### config.mk
export PLATFORM = sky130hd
export DESIGN_NAME = alu_serial_seq
export DESIGN_NICKNAME = d
export VERILOG_FILES = /design/src/rtl/alu_serial_seq.sv
export SDC_FILE = /design/constraint.sdc
export NUM_CORES = 1
export LEC_CHECK = 0
export ABC_AREA = 0
export BUFFER_PORTS_ARGS = -buffer_cell sky130_fd_sc_hd__clkbuf_2
export CAP_MARGIN = 25
export CORE_ASPECT_RATIO = 0.8
export CORE_UTILIZATION = 40
export CTS_CLUSTER_SIZE = 16
export DETAILED_ROUTE_END_ITERATION = 8
export REMOVE_ABC_BUFFERS = 1
export SLEW_MARGIN = 20
export SYNTH_ARGS = -nofsm -noshare
export SYNTH_HDL_FRONTEND = slang
export SYNTH_SLANG_ARGS = --single-unit
export TNS_END_PERCENT = 10
### constraint.sdc
create_clock -name clk -period 3.85 [get_ports clk]
set_clock_uncertainty 0.05 [all_clocks]
set_input_delay 0.77 -clock clk [delete_from_list [all_inputs] [get_ports clk]]
set_output_delay 0.77 -clock clk [all_outputs]
set_load 0.02 [all_outputs]
### src/rtl/alu_serial_seq.sv
// Bit-serial ALU sequencer: steps an external alu_cell through WIDTH bits, LSB first.
// Define ALU_SERIAL_SLT_EN to enable the two-pass signed set-less-than (op 11).
module alu_serial_seq #(
  parameter int WIDTH = 32
) (
  input  logic             clk,
  input  logic             rst,
  input  logic             start,
  input  logic [3:0]       alu_ctl,
  input  logic [WIDTH-1:0] a_in,
  input  logic [WIDTH-1:0] b_in,
  output logic             cell_a_invert,
  output logic             cell_b_invert,
  output logic [1:0]       cell_op,
  output logic             cell_a,
  output logic             cell_b,
  output logic             cell_ci,
  output logic             cell_less,
  input  logic             cell_result,
  input  logic             cell_co,
  output logic             busy,
  output logic             done,
  output logic [WIDTH-1:0] result,
  output logic             zero,
  output logic             carry_out,
  output logic             overflow
);
  localparam int CNT_W = $clog2(WIDTH);

  typedef enum logic [1:0] {
    IDLE = 2'd0,
    RUN  = 2'd1,
`ifdef ALU_SERIAL_SLT_EN
    SLT2 = 2'd2,
`endif
    DONE = 2'd3
  } state_t;

  state_t             state_q, state_d;
  logic               a_inv_q, a_inv_d, b_inv_q, b_inv_d;
  logic [1:0]         op_q, op_d;
  logic [WIDTH-1:0]   a_sh_q, a_sh_d, b_sh_q, b_sh_d;
  logic [WIDTH-1:0]   res_q, res_d;
  logic [CNT_W-1:0]   cnt_q, cnt_d;
  logic               carry_q, carry_d;
  logic               carry_out_q, carry_out_d, overflow_q, overflow_d;
  logic               zero_q, zero_d, busy_q, busy_d, done_q, done_d;
`ifdef ALU_SERIAL_SLT_EN
  logic [WIDTH-1:0]   a_cp_q, a_cp_d, b_cp_q, b_cp_d;
  logic               set_q, set_d;
`endif

  logic last_bit;
  assign last_bit = (cnt_q == CNT_W'(WIDTH - 1));

  // NOTE: every output gets a default first so no path leaves it unassigned (no latch).
  always_comb begin
    cell_a_invert = 1'b0;
    cell_b_invert = 1'b0;
    cell_op       = 2'b00;
    cell_a        = 1'b0;
    cell_b        = 1'b0;
    cell_ci       = 1'b0;
    cell_less     = 1'b0;
    if (state_q == RUN) begin
      cell_a_invert = a_inv_q;
      cell_b_invert = b_inv_q;
      cell_a        = a_sh_q[0];
      cell_b        = b_sh_q[0];
      cell_ci       = carry_q;
`ifdef ALU_SERIAL_SLT_EN
      cell_op       = (op_q == 2'b11) ? 2'b10 : op_q;
`else
      cell_op       = op_q;
`endif
    end
`ifdef ALU_SERIAL_SLT_EN
    else if (state_q == SLT2) begin
      cell_a_invert = a_inv_q;
      cell_b_invert = b_inv_q;
      cell_a        = a_sh_q[0];
      cell_b        = b_sh_q[0];
      cell_ci       = carry_q;
      cell_op       = 2'b11;
      cell_less     = set_q & (cnt_q == '0);
    end
`endif
  end

  always_comb begin
    state_d     = state_q;
    a_inv_d     = a_inv_q;
    b_inv_d     = b_inv_q;
    op_d        = op_q;
    a_sh_d      = a_sh_q;
    b_sh_d      = b_sh_q;
    res_d       = res_q;
    cnt_d       = cnt_q;
    carry_d     = carry_q;
    carry_out_d = carry_out_q;
    overflow_d  = overflow_q;
    zero_d      = zero_q;
    busy_d      = busy_q;
    done_d      = 1'b0;
`ifdef ALU_SERIAL_SLT_EN
    a_cp_d      = a_cp_q;
    b_cp_d      = b_cp_q;
    set_d       = set_q;
`endif
    case (state_q)
      IDLE: begin
        if (start) begin
          state_d = RUN;
          a_inv_d = alu_ctl[3];
          b_inv_d = alu_ctl[2];
          op_d    = alu_ctl[1:0];
          a_sh_d  = a_in;
          b_sh_d  = b_in;
          cnt_d   = '0;
          carry_d = alu_ctl[2];
          busy_d  = 1'b1;
`ifdef ALU_SERIAL_SLT_EN
          a_cp_d  = a_in;
          b_cp_d  = b_in;
`endif
        end
      end
      RUN: begin
        res_d   = {cell_result, res_q[WIDTH-1:1]};
        a_sh_d  = a_sh_q >> 1;
        b_sh_d  = b_sh_q >> 1;
        carry_d = cell_co;
        cnt_d   = cnt_q + CNT_W'(1);
        if (last_bit) begin
          carry_out_d = cell_co;
          overflow_d  = cell_ci ^ cell_co;
`ifdef ALU_SERIAL_SLT_EN
          set_d       = cell_result ^ cell_ci ^ cell_co;
          if (op_q == 2'b11) begin
            state_d = SLT2;
            a_sh_d  = a_cp_q;
            b_sh_d  = b_cp_q;
            cnt_d   = '0;
            carry_d = b_inv_q;
          end else begin
            state_d = DONE;
            busy_d  = 1'b0;
            done_d  = 1'b1;
            zero_d  = (res_d == '0);
          end
`else
          state_d = DONE;
          busy_d  = 1'b0;
          done_d  = 1'b1;
          zero_d  = (res_d == '0);
`endif
        end
      end
`ifdef ALU_SERIAL_SLT_EN
      SLT2: begin
        res_d   = {cell_result, res_q[WIDTH-1:1]};
        a_sh_d  = a_sh_q >> 1;
        b_sh_d  = b_sh_q >> 1;
        carry_d = cell_co;
        cnt_d   = cnt_q + CNT_W'(1);
        if (last_bit) begin
          state_d = DONE;
          busy_d  = 1'b0;
          done_d  = 1'b1;
          zero_d  = (res_d == '0);
        end
      end
`endif
      default: state_d = IDLE;
    endcase
  end

  // NOTE: state is updated with non-blocking assignments so all flops sample the same cycle.
  always_ff @(posedge clk) begin
    if (rst) begin
      state_q     <= IDLE;
      a_inv_q     <= 1'b0;
      b_inv_q     <= 1'b0;
      op_q        <= 2'b00;
      a_sh_q      <= '0;
      b_sh_q      <= '0;
      res_q       <= '0;
      cnt_q       <= '0;
      carry_q     <= 1'b0;
      carry_out_q <= 1'b0;
      overflow_q  <= 1'b0;
      zero_q      <= 1'b0;
      busy_q      <= 1'b0;
      done_q      <= 1'b0;
`ifdef ALU_SERIAL_SLT_EN
      a_cp_q      <= '0;
      b_cp_q      <= '0;
      set_q       <= 1'b0;
`endif
    end else begin
      state_q     <= state_d;
      a_inv_q     <= a_inv_d;
      b_inv_q     <= b_inv_d;
      op_q        <= op_d;
      a_sh_q      <= a_sh_d;
      b_sh_q      <= b_sh_d;
      res_q       <= res_d;
      cnt_q       <= cnt_d;
      carry_q     <= carry_d;
      carry_out_q <= carry_out_d;
      overflow_q  <= overflow_d;
      zero_q      <= zero_d;
      busy_q      <= busy_d;
      done_q      <= done_d;
`ifdef ALU_SERIAL_SLT_EN
      a_cp_q      <= a_cp_d;
      b_cp_q      <= b_cp_d;
      set_q       <= set_d;
`endif
    end
  end

  assign busy      = busy_q;
  assign done      = done_q;
  assign result    = res_q;
  assign zero      = zero_q;
  assign carry_out = carry_out_q;
  assign overflow  = overflow_q;
endmodule

==> qor.csv <==
stage;metric;value;unit
cts;cts_buffers;17;
drt;wl_per_cell;12.96;um
synthesis;async_flop_share;0;%
floorplan;die_w;122.1;um
setup_path;arrival;1.58;ns
cts;post_cts_buffers;0;
cts;cts_htree_levels;4;
floorplan;io_pins;118;
timing;slew_headroom;36.99;%
floorplan;die_h;98.07;um
timing;finalCritPeriodShare;62.27;%
final_layout;n_antenna_cell;0;
final_layout;instances_no_fill;832;
synthesis;syn-instance-count;586;
final_layout;final_cell_mix;nand2_1 (191), clkbuf_2 (115), dfxtp_1 (113);
timing;min_period;2.397;ns
grt;grt_pass1_wl;17.60;mm
cts;cts_root_buf;clkbuf_16;
power;irDropWorstVdd;0.3573;mV
drt;drc;0;
setup_path;cp-start-kind;register;
status;status;finished, final reports clean;
timing;max_freq;417.1;MHz
setup_path;critPathMaxFanout;10;
timing;slew_viol_final;0;
power;leakage;2.505;nW
timing;setup_ws;1.453;ns
grt;grt_overflow;0;
placement;postPlaceCellArea;5224;um^2
synthesis;ys.flop_type;dfxtp_1;
cts;cts_tree;built;
synthesis;yosysUniqueCellTypes;30;
synthesis;synth_edf_count;0;
drt;avgViaCountPerCell;5.052;
drt;dr_wl_met3;762;um
drt;drtIter0Drc;318;
timing;setup-violations-final;0;
power;power.density;534.7;nW/um^2
placement;place.gp.congestion;0.7409;
drt;met1_length;5.324;mm
timing;tightest_slew;0.9452;ns
floorplan;core;11060;um^2
drt;top_layer;met4;
drt;firstDrtPassIters;6;
setup_path;cp_cell_sequence;nor2b_4 -> and2_1 -> clkbuf_2;
final_layout;layout_commonest_cell;nand2_1;
synthesis;synth_area;4614;um^2
cts;cts.sink_count;113;
timing;finalHoldViolations;0;
floorplan;fp.dieArea;11970;um^2
synthesis;yosys_register_bits;113;
setup_path;cp_slowest_stage_delay;0.45;ns
grt;grt.total_usage;18.48;%
cts;clock_latency;0.40;ns
synthesis;syn-mean-instance-area;7.874;um^2
placement;io_buffers;116;
final_layout;final_core_util;53.22;%
job;max_cap_violations;0;
cts;clkTransAtPathRegs;0.05;ns
drt;detail-route-antenna-nets;0;
drt;num_vias;4203;
cts;cts_resized;0;
placement;place_ws;1.325;ns
final_layout;fill_cells;1054;
cts;cts_hold_buf;0;
final_layout;stdcell_area;5887;um^2
min_path;hp-class;reg2reg;
setup_path;end_kind;output port;
setup_path;cp_slowest_cell;dfxtp_1;
timing;rsz0062_at_grt;no;
cts;clk_path_buf_depth;2;
synthesis;yosysWarnings;0;
grt;grt_max_degree;99;
floorplan;start_util;41.72;%
final_layout;drive_gt1_share;23.11;%
final_layout;area_delta_synth_final;27.58;%
setup_path;path_class;reg2out;
placement;dpl.hpwl;6.791;mm
synthesis;synth-seq-area-share;49.02;%
drt;drt_wl_total;10.78;mm
grt;antenna_found_initial;0;
setup_path;worstPathRequired;3.03;ns
final_layout;layout.nets;752;
grt;first_global_vias;3725;
drt;route.met2.wl;4.585;mm
placement;dpl.cell_count;799;
floorplan;rows;34;
-- synthesized netlist by cell type (3+ instances only) --
| cell | n | area, um^2 |
|---|---|---|
| clkbuf_1 | 21 | 78.83 |
| a22oi_1 | 4 | 30.03 |
| a21oi_1 | 37 | 185.2 |
| nor2_1 | 81 | 304.0 |
| buf_2 | 30 | 150.1 |
| nor4_1 | 6 | 37.54 |
| nor3_1 | 3 | 15.01 |
| and2_1 | 7 | 43.79 |
| nand2_1 | 191 | 716.9 |
| mux2i_1 | 4 | 40.04 |
| ha_1 | 3 | 37.54 |
| a311oi_1 | 63 | 551.8 |
| dfxtp_1 | 113 | 2262 |
| nand3_1 | 3 | 15.01 |
-- metrics by stage --
stage                     hold slack (ns)  TNS, ns  total power [mW]
after floorplan                    0.3844   -61.31             1.454
after global placement             0.3936        0             1.554
after detailed placement           0.3968        0             1.563
after CTS                          0.4039        0             3.173
after global routing               0.4360        0             3.283
final                              0.4026        0             3.148
-- critical path, delay by kind of cell, from the launching register on --
| kind | cells | cell delay, ns |
|---|---|---|
| simple gates | 2 | 0.56 |
| flops | 1 | 0.45 |
| buf+inv | 1 | 0.16 |
-- final timing paths --
| kind | from | endpoint | slack, ns | cells after the start |
|---|---|---|---|---|
| setup reg to reg | state_q[0] | b_sh_q[18] | 1.86 | 4 |
| setup / recovery | state_q[0] | cell_a_invert | 1.45 | 3 |
| hold / removal | result[0] | result[0] | 0.40 | 2 |
| hold reg to reg | result[0] | result[0] | 0.40 | 2 |
-- layout make-up --
type                       instances  area (um^2)  share of cell area [%]
tap                              144        180.2                   3.061
sequential                       113         2262                   38.43
clock inverter                    12        165.2                   2.806
timing repair buffer             123        700.7                   11.90
clock buffer                      19        442.9                   7.524
multi-input combinational        421         2136                   36.28
-- flip-flops by register name (all words and copies together), names as in the netlist --
name and count:
carry_out 1, state_q 2, zero 1, result 32
b_inv_q 1, a_inv_q 1, cnt_q 5, overflow 1
carry_q 1, done 1, op_q 2, a_sh_q 32
b_sh_q 32, busy 1
-- logic make-up (layout without fill, tap and decap cells) --
kind of cell,Yosys count,after routing,share of synthesized area [%]
simple gates,305,305,26.74
flops,113,113,49.02
compound gates,107,107,17.16
buf+inv,52,154,5.125
mux,4,4,0.8677
fa+ha+maj,3,3,0.8135
other cells,1,1,0.08127
xor+xnor,1,1,0.1898
-- report_power, final --
part | switching, mW | total (mW) | leakage (nW) | internal, mW
clock network | 0.516 | 1.60 | 0.298 | 1.09
logic | 0.166 | 0.275 | 1.28 | 0.109
registers | 0.0332 | 1.27 | 0.928 | 1.24
-- layer usage --
metal,GRT usage [%],up-vias
met2,26.51,120
met3,4.614,12
met1,26.00,1884
met4,8.161,0
met5,0,-
li1,-,2187
Power figures use the tool's default switching activity.
